## src/rtl/id_pkg.sv

```systemverilog
// Shared decode definitions for the ID stage: instruction field positions,
// the NOP opcode, the writes-rd predicate and the EX control record.
package id_pkg;

  localparam int unsigned OP_HI  = 31;
  localparam int unsigned OP_LO  = 26;
  localparam int unsigned RD_HI  = 25;
  localparam int unsigned RD_LO  = 22;
  localparam int unsigned RA_HI  = 21;
  localparam int unsigned RA_LO  = 18;
  localparam int unsigned RB_HI  = 17;
  localparam int unsigned RB_LO  = 14;
  localparam int unsigned IMM_HI = 13;
  localparam int unsigned IMM_LO = 0;
  localparam int unsigned IMM_W  = IMM_HI - IMM_LO + 1;

  localparam logic [5:0] OP_NOP = 6'h00;

  typedef struct packed {
    logic [5:0] op;
    logic [3:0] rd;
    logic       wr;
  } id_dec_t;

  // Opcodes 0x01-0x1F write rd; r0 is never a real destination.
  function automatic logic writes_rd(input logic [5:0] op, input logic [3:0] rd);
    return (op != OP_NOP) && !op[5] && (rd != 4'd0);
  endfunction

endpackage

```

## src/rtl/id_stage_if.sv

```systemverilog
// ID stage bus: IF-side instruction, WB-side write port, stall back to IF
// and the registered EX-side outputs.
interface id_stage_if #(parameter int DW = 16);

  logic [31:0]   IR2;
  logic [DW-1:0] PC2;
  logic          jmp;
  logic          wb_en;
  logic [3:0]    wb_addr;
  logic [DW-1:0] wb_data;
  logic          stall;
  logic [5:0]    OP3;
  logic [3:0]    RD3;
  logic          WR3;
  logic [DW-1:0] A3;
  logic [DW-1:0] B3;
  logic [DW-1:0] IMM3;
  logic [DW-1:0] PC3;

  modport master (
    output IR2, PC2, jmp, wb_en, wb_addr, wb_data,
    input  stall, OP3, RD3, WR3, A3, B3, IMM3, PC3
  );

  modport slave (
    input  IR2, PC2, jmp, wb_en, wb_addr, wb_data,
    output stall, OP3, RD3, WR3, A3, B3, IMM3, PC3
  );

endinterface

```

## src/rtl/id_regfile.sv

```systemverilog
// 16 x DW register file, two read ports and one write port; r0 reads zero.
// ID_FORWARD_EN: same-cycle WB write data bypasses onto the read ports.
module id_regfile #(
  parameter int DW = 16
) (
  input  logic          clk,
  input  logic          clr,
  input  logic [3:0]    i_ra,
  input  logic [3:0]    i_rb,
  input  logic          i_we,
  input  logic [3:0]    i_wa,
  input  logic [DW-1:0] i_wd,
  output logic [DW-1:0] o_a,
  output logic [DW-1:0] o_b
);

  logic [DW-1:0] r_mem [16];

  // Entry 0 is never written; reads of r0 are forced to zero below.
  always_ff @(posedge clk) begin
    if (!clr && i_we && (i_wa != 4'd0)) begin
      r_mem[i_wa] <= i_wd;
    end
  end

  always_comb begin
    o_a = (i_ra == 4'd0) ? '0 : r_mem[i_ra];
    o_b = (i_rb == 4'd0) ? '0 : r_mem[i_rb];
`ifdef ID_FORWARD_EN
    if (i_we && (i_wa == i_ra) && (i_ra != 4'd0)) o_a = i_wd;
    if (i_we && (i_wa == i_rb) && (i_rb != 4'd0)) o_b = i_wd;
`endif
  end

endmodule

```

## src/rtl/id_stage.sv

```systemverilog
// Instruction decode stage: field decode, register read, busy-bit scoreboard,
// hazard stall and the EX output register. ID_FORWARD_EN enables WB bypass.
module id_stage
  import id_pkg::*;
#(
  parameter int DW = 16
) (
  input logic       clk,
  input logic       clr,
  id_stage_if.slave bus
);

  logic [5:0]       w_op;
  logic [3:0]       w_rd;
  logic [3:0]       w_ra;
  logic [3:0]       w_rb;
  logic [IMM_W-1:0] w_imm14;
  logic [DW-1:0]    w_imm;
  logic [DW-1:0]    w_a;
  logic [DW-1:0]    w_b;
  logic [15:0]      w_busy_eff;
  logic [15:0]      w_busy_next;
  logic             w_stall;
  logic             w_issue;

  logic [15:0]      r_busy;
  id_dec_t          r_dec;
  logic [DW-1:0]    r_a;
  logic [DW-1:0]    r_b;
  logic [DW-1:0]    r_imm;
  logic [DW-1:0]    r_pc;

  assign w_op    = bus.IR2[OP_HI:OP_LO];
  assign w_rd    = bus.IR2[RD_HI:RD_LO];
  assign w_ra    = bus.IR2[RA_HI:RA_LO];
  assign w_rb    = bus.IR2[RB_HI:RB_LO];
  assign w_imm14 = bus.IR2[IMM_HI:IMM_LO];
  assign w_imm   = {{(DW-IMM_W){w_imm14[IMM_W-1]}}, w_imm14};

  id_regfile #(.DW(DW)) u_regfile (
    .clk  (clk),
    .clr  (clr),
    .i_ra (w_ra),
    .i_rb (w_rb),
    .i_we (bus.wb_en),
    .i_wa (bus.wb_addr),
    .i_wd (bus.wb_data),
    .o_a  (w_a),
    .o_b  (w_b)
  );

  // With bypass, a register being written back this cycle is already readable.
  always_comb begin
    w_busy_eff = r_busy;
`ifdef ID_FORWARD_EN
    if (bus.wb_en) w_busy_eff[bus.wb_addr] = 1'b0;
`endif
  end

  assign w_stall   = !bus.jmp && (w_op != OP_NOP) &&
                     (w_busy_eff[w_ra] || w_busy_eff[w_rb]);
  assign w_issue   = !bus.jmp && !w_stall;
  assign bus.stall = w_stall;

  // Clear first, then set, so an issuing writer wins over a same-register writeback.
  always_comb begin
    w_busy_next = r_busy;
    if (bus.wb_en) w_busy_next[bus.wb_addr] = 1'b0;
    if (w_issue && writes_rd(w_op, w_rd)) w_busy_next[w_rd] = 1'b1;
  end

  always_ff @(posedge clk) begin
    if (clr) begin
      r_busy <= '0;
      r_dec  <= '0;
      r_a    <= '0;
      r_b    <= '0;
      r_imm  <= '0;
      r_pc   <= '0;
    end else begin
      r_busy <= w_busy_next;
      if (w_issue) begin
        r_dec.op <= w_op;
        r_dec.rd <= w_rd;
        r_dec.wr <= writes_rd(w_op, w_rd);
        r_a      <= w_a;
        r_b      <= w_b;
        r_imm    <= w_imm;
        r_pc     <= bus.PC2;
      end else begin
        r_dec <= '0;
        r_a   <= '0;
        r_b   <= '0;
        r_imm <= '0;
        r_pc  <= '0;
      end
    end
  end

  assign bus.OP3  = r_dec.op;
  assign bus.RD3  = r_dec.rd;
  assign bus.WR3  = r_dec.wr;
  assign bus.A3   = r_a;
  assign bus.B3   = r_b;
  assign bus.IMM3 = r_imm;
  assign bus.PC3  = r_pc;

endmodule

```

## src/flat_wrapper.sv

```systemverilog
// flat-port wrapper written by rule: the top's interface ports become plain ports
module id_stage_flat import id_pkg::*;
#(
  parameter int DW = 16
)
  (clk, clr, bus_IR2, bus_PC2, bus_jmp, bus_wb_en, bus_wb_addr, bus_wb_data, bus_stall, bus_OP3, bus_RD3, bus_WR3, bus_A3, bus_B3, bus_IMM3, bus_PC3);
  id_stage_if #(.DW(DW)) bus_i ();
  input logic clk;
  input logic clr;
  input wire logic [$bits(bus_i.IR2)-1:0] bus_IR2;
  input wire logic [$bits(bus_i.PC2)-1:0] bus_PC2;
  input wire logic [$bits(bus_i.jmp)-1:0] bus_jmp;
  input wire logic [$bits(bus_i.wb_en)-1:0] bus_wb_en;
  input wire logic [$bits(bus_i.wb_addr)-1:0] bus_wb_addr;
  input wire logic [$bits(bus_i.wb_data)-1:0] bus_wb_data;
  output wire logic [$bits(bus_i.stall)-1:0] bus_stall;
  output wire logic [$bits(bus_i.OP3)-1:0] bus_OP3;
  output wire logic [$bits(bus_i.RD3)-1:0] bus_RD3;
  output wire logic [$bits(bus_i.WR3)-1:0] bus_WR3;
  output wire logic [$bits(bus_i.A3)-1:0] bus_A3;
  output wire logic [$bits(bus_i.B3)-1:0] bus_B3;
  output wire logic [$bits(bus_i.IMM3)-1:0] bus_IMM3;
  output wire logic [$bits(bus_i.PC3)-1:0] bus_PC3;
  assign bus_i.IR2 = bus_IR2;
  assign bus_i.PC2 = bus_PC2;
  assign bus_i.jmp = bus_jmp;
  assign bus_i.wb_en = bus_wb_en;
  assign bus_i.wb_addr = bus_wb_addr;
  assign bus_i.wb_data = bus_wb_data;
  assign bus_stall = bus_i.stall;
  assign bus_OP3 = bus_i.OP3;
  assign bus_RD3 = bus_i.RD3;
  assign bus_WR3 = bus_i.WR3;
  assign bus_A3 = bus_i.A3;
  assign bus_B3 = bus_i.B3;
  assign bus_IMM3 = bus_i.IMM3;
  assign bus_PC3 = bus_i.PC3;
  id_stage #(.DW(DW)) u_core (.clk(clk), .clr(clr), .bus(bus_i));
endmodule
```

## config.mk

```make
export PLATFORM = sky130hd
export DESIGN_NAME = id_stage_flat
export DESIGN_NICKNAME = d
export VERILOG_FILES = /design/src/rtl/id_pkg.sv /design/src/rtl/id_stage_if.sv /design/src/rtl/id_regfile.sv /design/src/rtl/id_stage.sv /design/src/flat_wrapper.sv
export SDC_FILE = /design/constraint.sdc
export NUM_CORES = 1
export LEC_CHECK = 0
export ABC_AREA = 1
export CAP_MARGIN = 20
export CORE_ASPECT_RATIO = 1.25
export CORE_MARGIN = 5
export CORE_UTILIZATION = 60
export CTS_CLUSTER_SIZE = 25
export DETAILED_ROUTE_END_ITERATION = 10
export PLACE_DENSITY = 0.84
export REMOVE_ABC_BUFFERS = 1
export SETUP_SLACK_MARGIN = 0.3
export SLEW_MARGIN = 40
export SYNTH_ARGS = -nofsm -noshare
export SYNTH_HDL_FRONTEND = slang
export SYNTH_HIERARCHICAL = 1
export SYNTH_SLANG_ARGS = --single-unit
```

## constraint.sdc

```tcl
create_clock -name clk -period 5.1 [get_ports clk]
set_input_delay 1.02 -clock clk [delete_from_list [all_inputs] [get_ports clk]]
set_output_delay 1.02 -clock clk [all_outputs]
set_load 0.02 [all_outputs]
```

* Yosys cells after proc, flatten, opt, wreduce, memory -nomap -nowiden
Memories as Yosys holds them, arrays and structs flattened. A register that Yosys moved wholly into a read port is not among the register bits. Cells that the tools add are included. W data, S select, Z words.
Operators by class: order comparisons 6, muxes and demuxes 12, bitwise gates (word level) 4, reductions and logical operators 23
Operators with widths (number):
- $mux W16 | 2
- $lt A4 B5 Y1 const B | 4
- $and A16 B16 Y16 | 1
- $not A16 Y16 | 1
- $or A16 B16 Y16 | 1
- $logic_and A1 B1 Y1 | 10
- $bmux W1 S4 | 2
- $demux W1 S4 | 2
- $ge A4 B1 Y1 const B | 2
- $logic_not A4 Y1 | 2
- $reduce_bool A4 Y1 | 2
- $mux W1 | 6
- $reduce_bool A6 Y1 | 1
- $reduce_or A3 Y1 | 2
- $logic_not A1 Y1 | 4
- $reduce_or A2 Y1 | 1
- $logic_or A1 B1 Y1 | 1
- $not A1 Y1 | 1
Storage, ports and cells: register bits 57, bits in writable memories 256, bits of input ports 72, output and inout port bits 76, word-level logic and storage cells 52, memories 1
Memory list:
- u_core.u_regfile.r_mem | words 16, width 16, rd ports 2, clocked after Yosys merged registers in 2, wr ports 1, RTL line id_regfile.sv:17 | logic [DW-1:0] r_mem [16];

* Depth between registers and ports, before layout
word-level depth 9, gate-level depth with buffers 13, gate-level depth less buffers 11

* Cells and area by module
The synthesis kept the hierarchy.
Modules (own cells, without submodules):
- id_regfile | instances 1, cells an instance 1696, area each 13795.7 µm²
- id_stage | instances 1, cells an instance 452, area each 3554.7 µm²

* Least setup slack after synthesis
No wires, ideal clock.
path type input-to-output, start point in bus_IR2[18], end point out bus_stall, arrival 1.995 ns, data required time 4.080 ns, setup slack 2.085 ns, stages 12, buffers on the path 2, cells stage by stage buf_6 clkinv_4 nand2_1 nand3_1 nand3_1 nand2_1 nand2_1 nand2_1 nand2_2 nand2_4 buf_4 inv_1
Between the ends: cells in the longest elaborated chain, start to end 4
Ends and longest elaborated chain:
- start, declared | RTL line flat_wrapper.sv:10 | input wire logic [$bits(bus_i.IR2)-1:0] bus_IR2;
- $bmux W1 S4 | RTL line id_stage.sv:61 | (w_busy_eff[w_ra] || w_busy_eff[w_rb]);
- $mux W1 (implied by the code) | RTL line id_stage.sv:61
- $logic_or A1 B1 Y1 | RTL line id_stage.sv:61
- $logic_and A1 B1 Y1 | RTL line id_stage.sv:60 | assign w_stall = !bus.jmp && (w_op != OP_NOP) &&
- end, declared | RTL line flat_wrapper.sv:16 | output wire logic [$bits(bus_i.stall)-1:0] bus_stall;
No other way between the ends. The select of a mux whose other input is x is not followed.

* Worst setup path in the final report
Ends and elaborated chain as after synthesis.

==> impl_results.md <==
- Status: complete, no violations
- Final Setup Violations: 0
- CP required: 4.08 ns
- Total Routing Usage GR: 0.301
- Post CTS Setup Buffer Count: 0
- Layout area overhead: 16.3%
- Overall Power: 0.00627 W
- Cts hold-fix bufs: 0
- Slew margin rel.: 0.431
- Seq/Total Area, Yosys: 0.546
- Reg clk slew, reported paths: 0.06 ns
- Worst clock skew: 0.0189 ns
- I/O pins: 148
- Filler Cell Count: 2111
- Minimum clock period: 4.17 ns
- Residual DRC: 0
- Hold WS: 0.474 ns
- Final hold vios: 0
- Htree depth: 2
- Synth Area per Inst: 8.08 sq um
- Fin Setup TNS: 0 ns
- Ant. Diodes: 0
- Startpoint Class: input port
- Via count: 15.4k
- CTS Buf Count: 35
- Pwr/cell area: 311 mW/mm^2
- IR drop worst, VDD: 0.245 mV
- Post-synthesis async set-or-reset flop share: 0
- Vias in the first global route: 15.1k
- Ys flop type: edfxtp_1
- Row Count: 69
- #FFs+latches synth: 345
- Clk_lat worst skew: 0.53 ns
- Vert. Die Dim: 200 um
- Leak pwr: 9.17 nW
- Arrival time at the worst endpoint: 3.15 ns
- Mean routed wirelength per cell: 19.1 um
- Drt pass-1 iters: 6
- Ys Warns: 6
- Max clock buf depth: 3
- Number of synthesized flops with an enable pin: 256
- DP Area: 0.0191 sq mm
- Largest net degree at the start of global routing: 91
- CTS root buffer: clkbuf_16
- # port buffers: 147
- F_max: 0.240 GHz
- Synth cell types: 29
- Setup ws final: 0.934 ns
- Critical path class: in -> out
- RSZ-0062 raised after global routing: false
- Via density: 5.80
- Share of layout cells above drive strength 1: 0.0899
- Slew Viols, Final: 0
- Worst-path fanout max: 52
- Gr ovfl total: 0
- Fin area: 0.0202 sq mm
- Die X: 162 um
- Clk sinks: 345
- Initial core utilization: 0.609
- Nets: 2347
- Maxcap violations: 0
- Commonest non-fill, non-tap cells in the layout: 666 x nand2_1, 449 x nand3_1, 374 x inv_1
- Die Area: 0.0324 sq mm
- Commonest non-fill, non-tap cell in the layout: nand2_1
- Core Area: 0.0285 sq mm
- Cells after synthesis: 2148
- First-pass GRT wire length: 77200 um
- ANT nets after route: 0
- Final wirelength: 50800 um
- Tcrit/Tclk final: 0.817
- CTS resizes: 0
- HP Class: reg -> reg
- Placer Congestion: 0.872
- Slew @ Worst Pin: 0.850 ns
- Initial antenna violation count: 0
- Pre-CTS setup slack: 0.966 ns
- CP Capture Type: output pin
- DRT iter0 DRCs: 1745
- Post-detail-place hpwl: 30400 um
- Post-Syn Area: 0.0174 sq mm
- CTS tree: yes
-- area by class of cell --
| type | instances | area [sq um] | share of cell area |
|---|---|---|---|
| clock inverter | 14 | 110 | 0.00546 |
| inverter | 392 | 1480 | 0.0736 |
| sequential | 345 | 9470 | 0.469 |
| multi-input combinational | 1309 | 5870 | 0.291 |
| clock buffer | 50 | 962 | 0.0477 |
| tap | 355 | 444 | 0.0220 |
| timing repair buffer | 192 | 1830 | 0.0907 |
-- report_power, final --
part           internal (W)  switching [W]
Clock               0.00137        0.00106
Sequential          0.00307      0.0000153
Combinational      0.000249       0.000498
Total               0.00470        0.00157
-- per-layer routing --
| layer | wire length, um | track usage | up-vias |
|---|---|---|---|
| li1 | - | - | 7021 |
| met1 | 16600 | 0.342 | 6954 |
| met2 | 24700 | 0.515 | 1148 |
| met3 | 5880 | 0.0590 | 283 |
| met4 | 3590 | 0.197 | 0 |
| met5 | 0 | 0 | - |
-- worst max-delay path, stage by stage --
cell and delay (ns):
buf_4 0.51, clkinv_4 0.19, nand2_1 0.09, nand3_1 0.06, nand3_1 0.11, nand2_1 0.06, nand2_1 0.06, nand2_1 0.06
nand2_2 0.11, nand2_4 0.15, inv_1 0.10, clkdlybuf4s50_1 0.60
-- metrics by stage --
step,std cells,util
2_1_floorplan,2046,-
3_3_place_gp,2592,0.669
3_5_place_dp,2592,0.670
4_1_cts,2656,0.707
5_1_grt,2657,0.708
6_report,2657,0.708
-- sequential cells by signal (all words and copies together), names as in the netlist, 4 cells and up --
| name | count |
|---|---|
| u_core/bus.RD3 | 4 |
| u_core/bus.IMM3 | 14 |
| u_core/bus.A3 | 16 |
| u_core/r_busy | 16 |
| u_core/u_regfile/r_mem | 256 |
| u_core/bus.B3 | 16 |
| u_core/bus.OP3 | 6 |
| u_core/bus.PC3 | 16 |
-- worst paths after layout --
kind | depth (start not counted) | end | from | slack (ns)
max | 12 | bus_stall | bus_IR2[18] | 0.93
min | 2 | u_core/r_busy[13]$_SDFF_PP0_ | u_core/r_busy[13]$_SDFF_PP0_ | 0.47
max reg2reg | 11 | u_core/bus.A3[8]$_SDFF_PP0_ | u_core/r_busy[4]$_SDFF_PP0_ | 3.05
min reg2reg | 2 | u_core/r_busy[13]$_SDFF_PP0_ | u_core/r_busy[13]$_SDFF_PP0_ | 0.47
-- synth_stat cells (9+ instances only) --
| cell type | count | area, sq um |
|---|---|---|
| edfxtp_1 | 256 | 7690 |
| clkbuf_1 | 25 | 93.8 |
| inv_1 | 375 | 1410 |
| buf_2 | 62 | 310 |
| dfxtp_1 | 89 | 1780 |
| a21oi_1 | 23 | 115 |
| nor2_2 | 71 | 444 |
| nor2_1 | 46 | 173 |
| nand4_1 | 15 | 93.8 |
| nand2_1 | 666 | 2500 |
| a21oi_2 | 9 | 78.8 |
| nand3_1 | 449 | 2250 |
| inv_2 | 15 | 56.3 |
| buf_6 | 11 | 124 |
| buf_1 | 15 | 56.3 |
-- cells by family after synthesis --
kind of cell           share of synthesized area
AO/OA/AOI/OAI                             0.0130
buffers and inverters                      0.121
flip-flops                                 0.546
other                                   0.000216
AND/OR/NAND/NOR                            0.320
No activity file was read; power rests on OpenSTA's default activity.
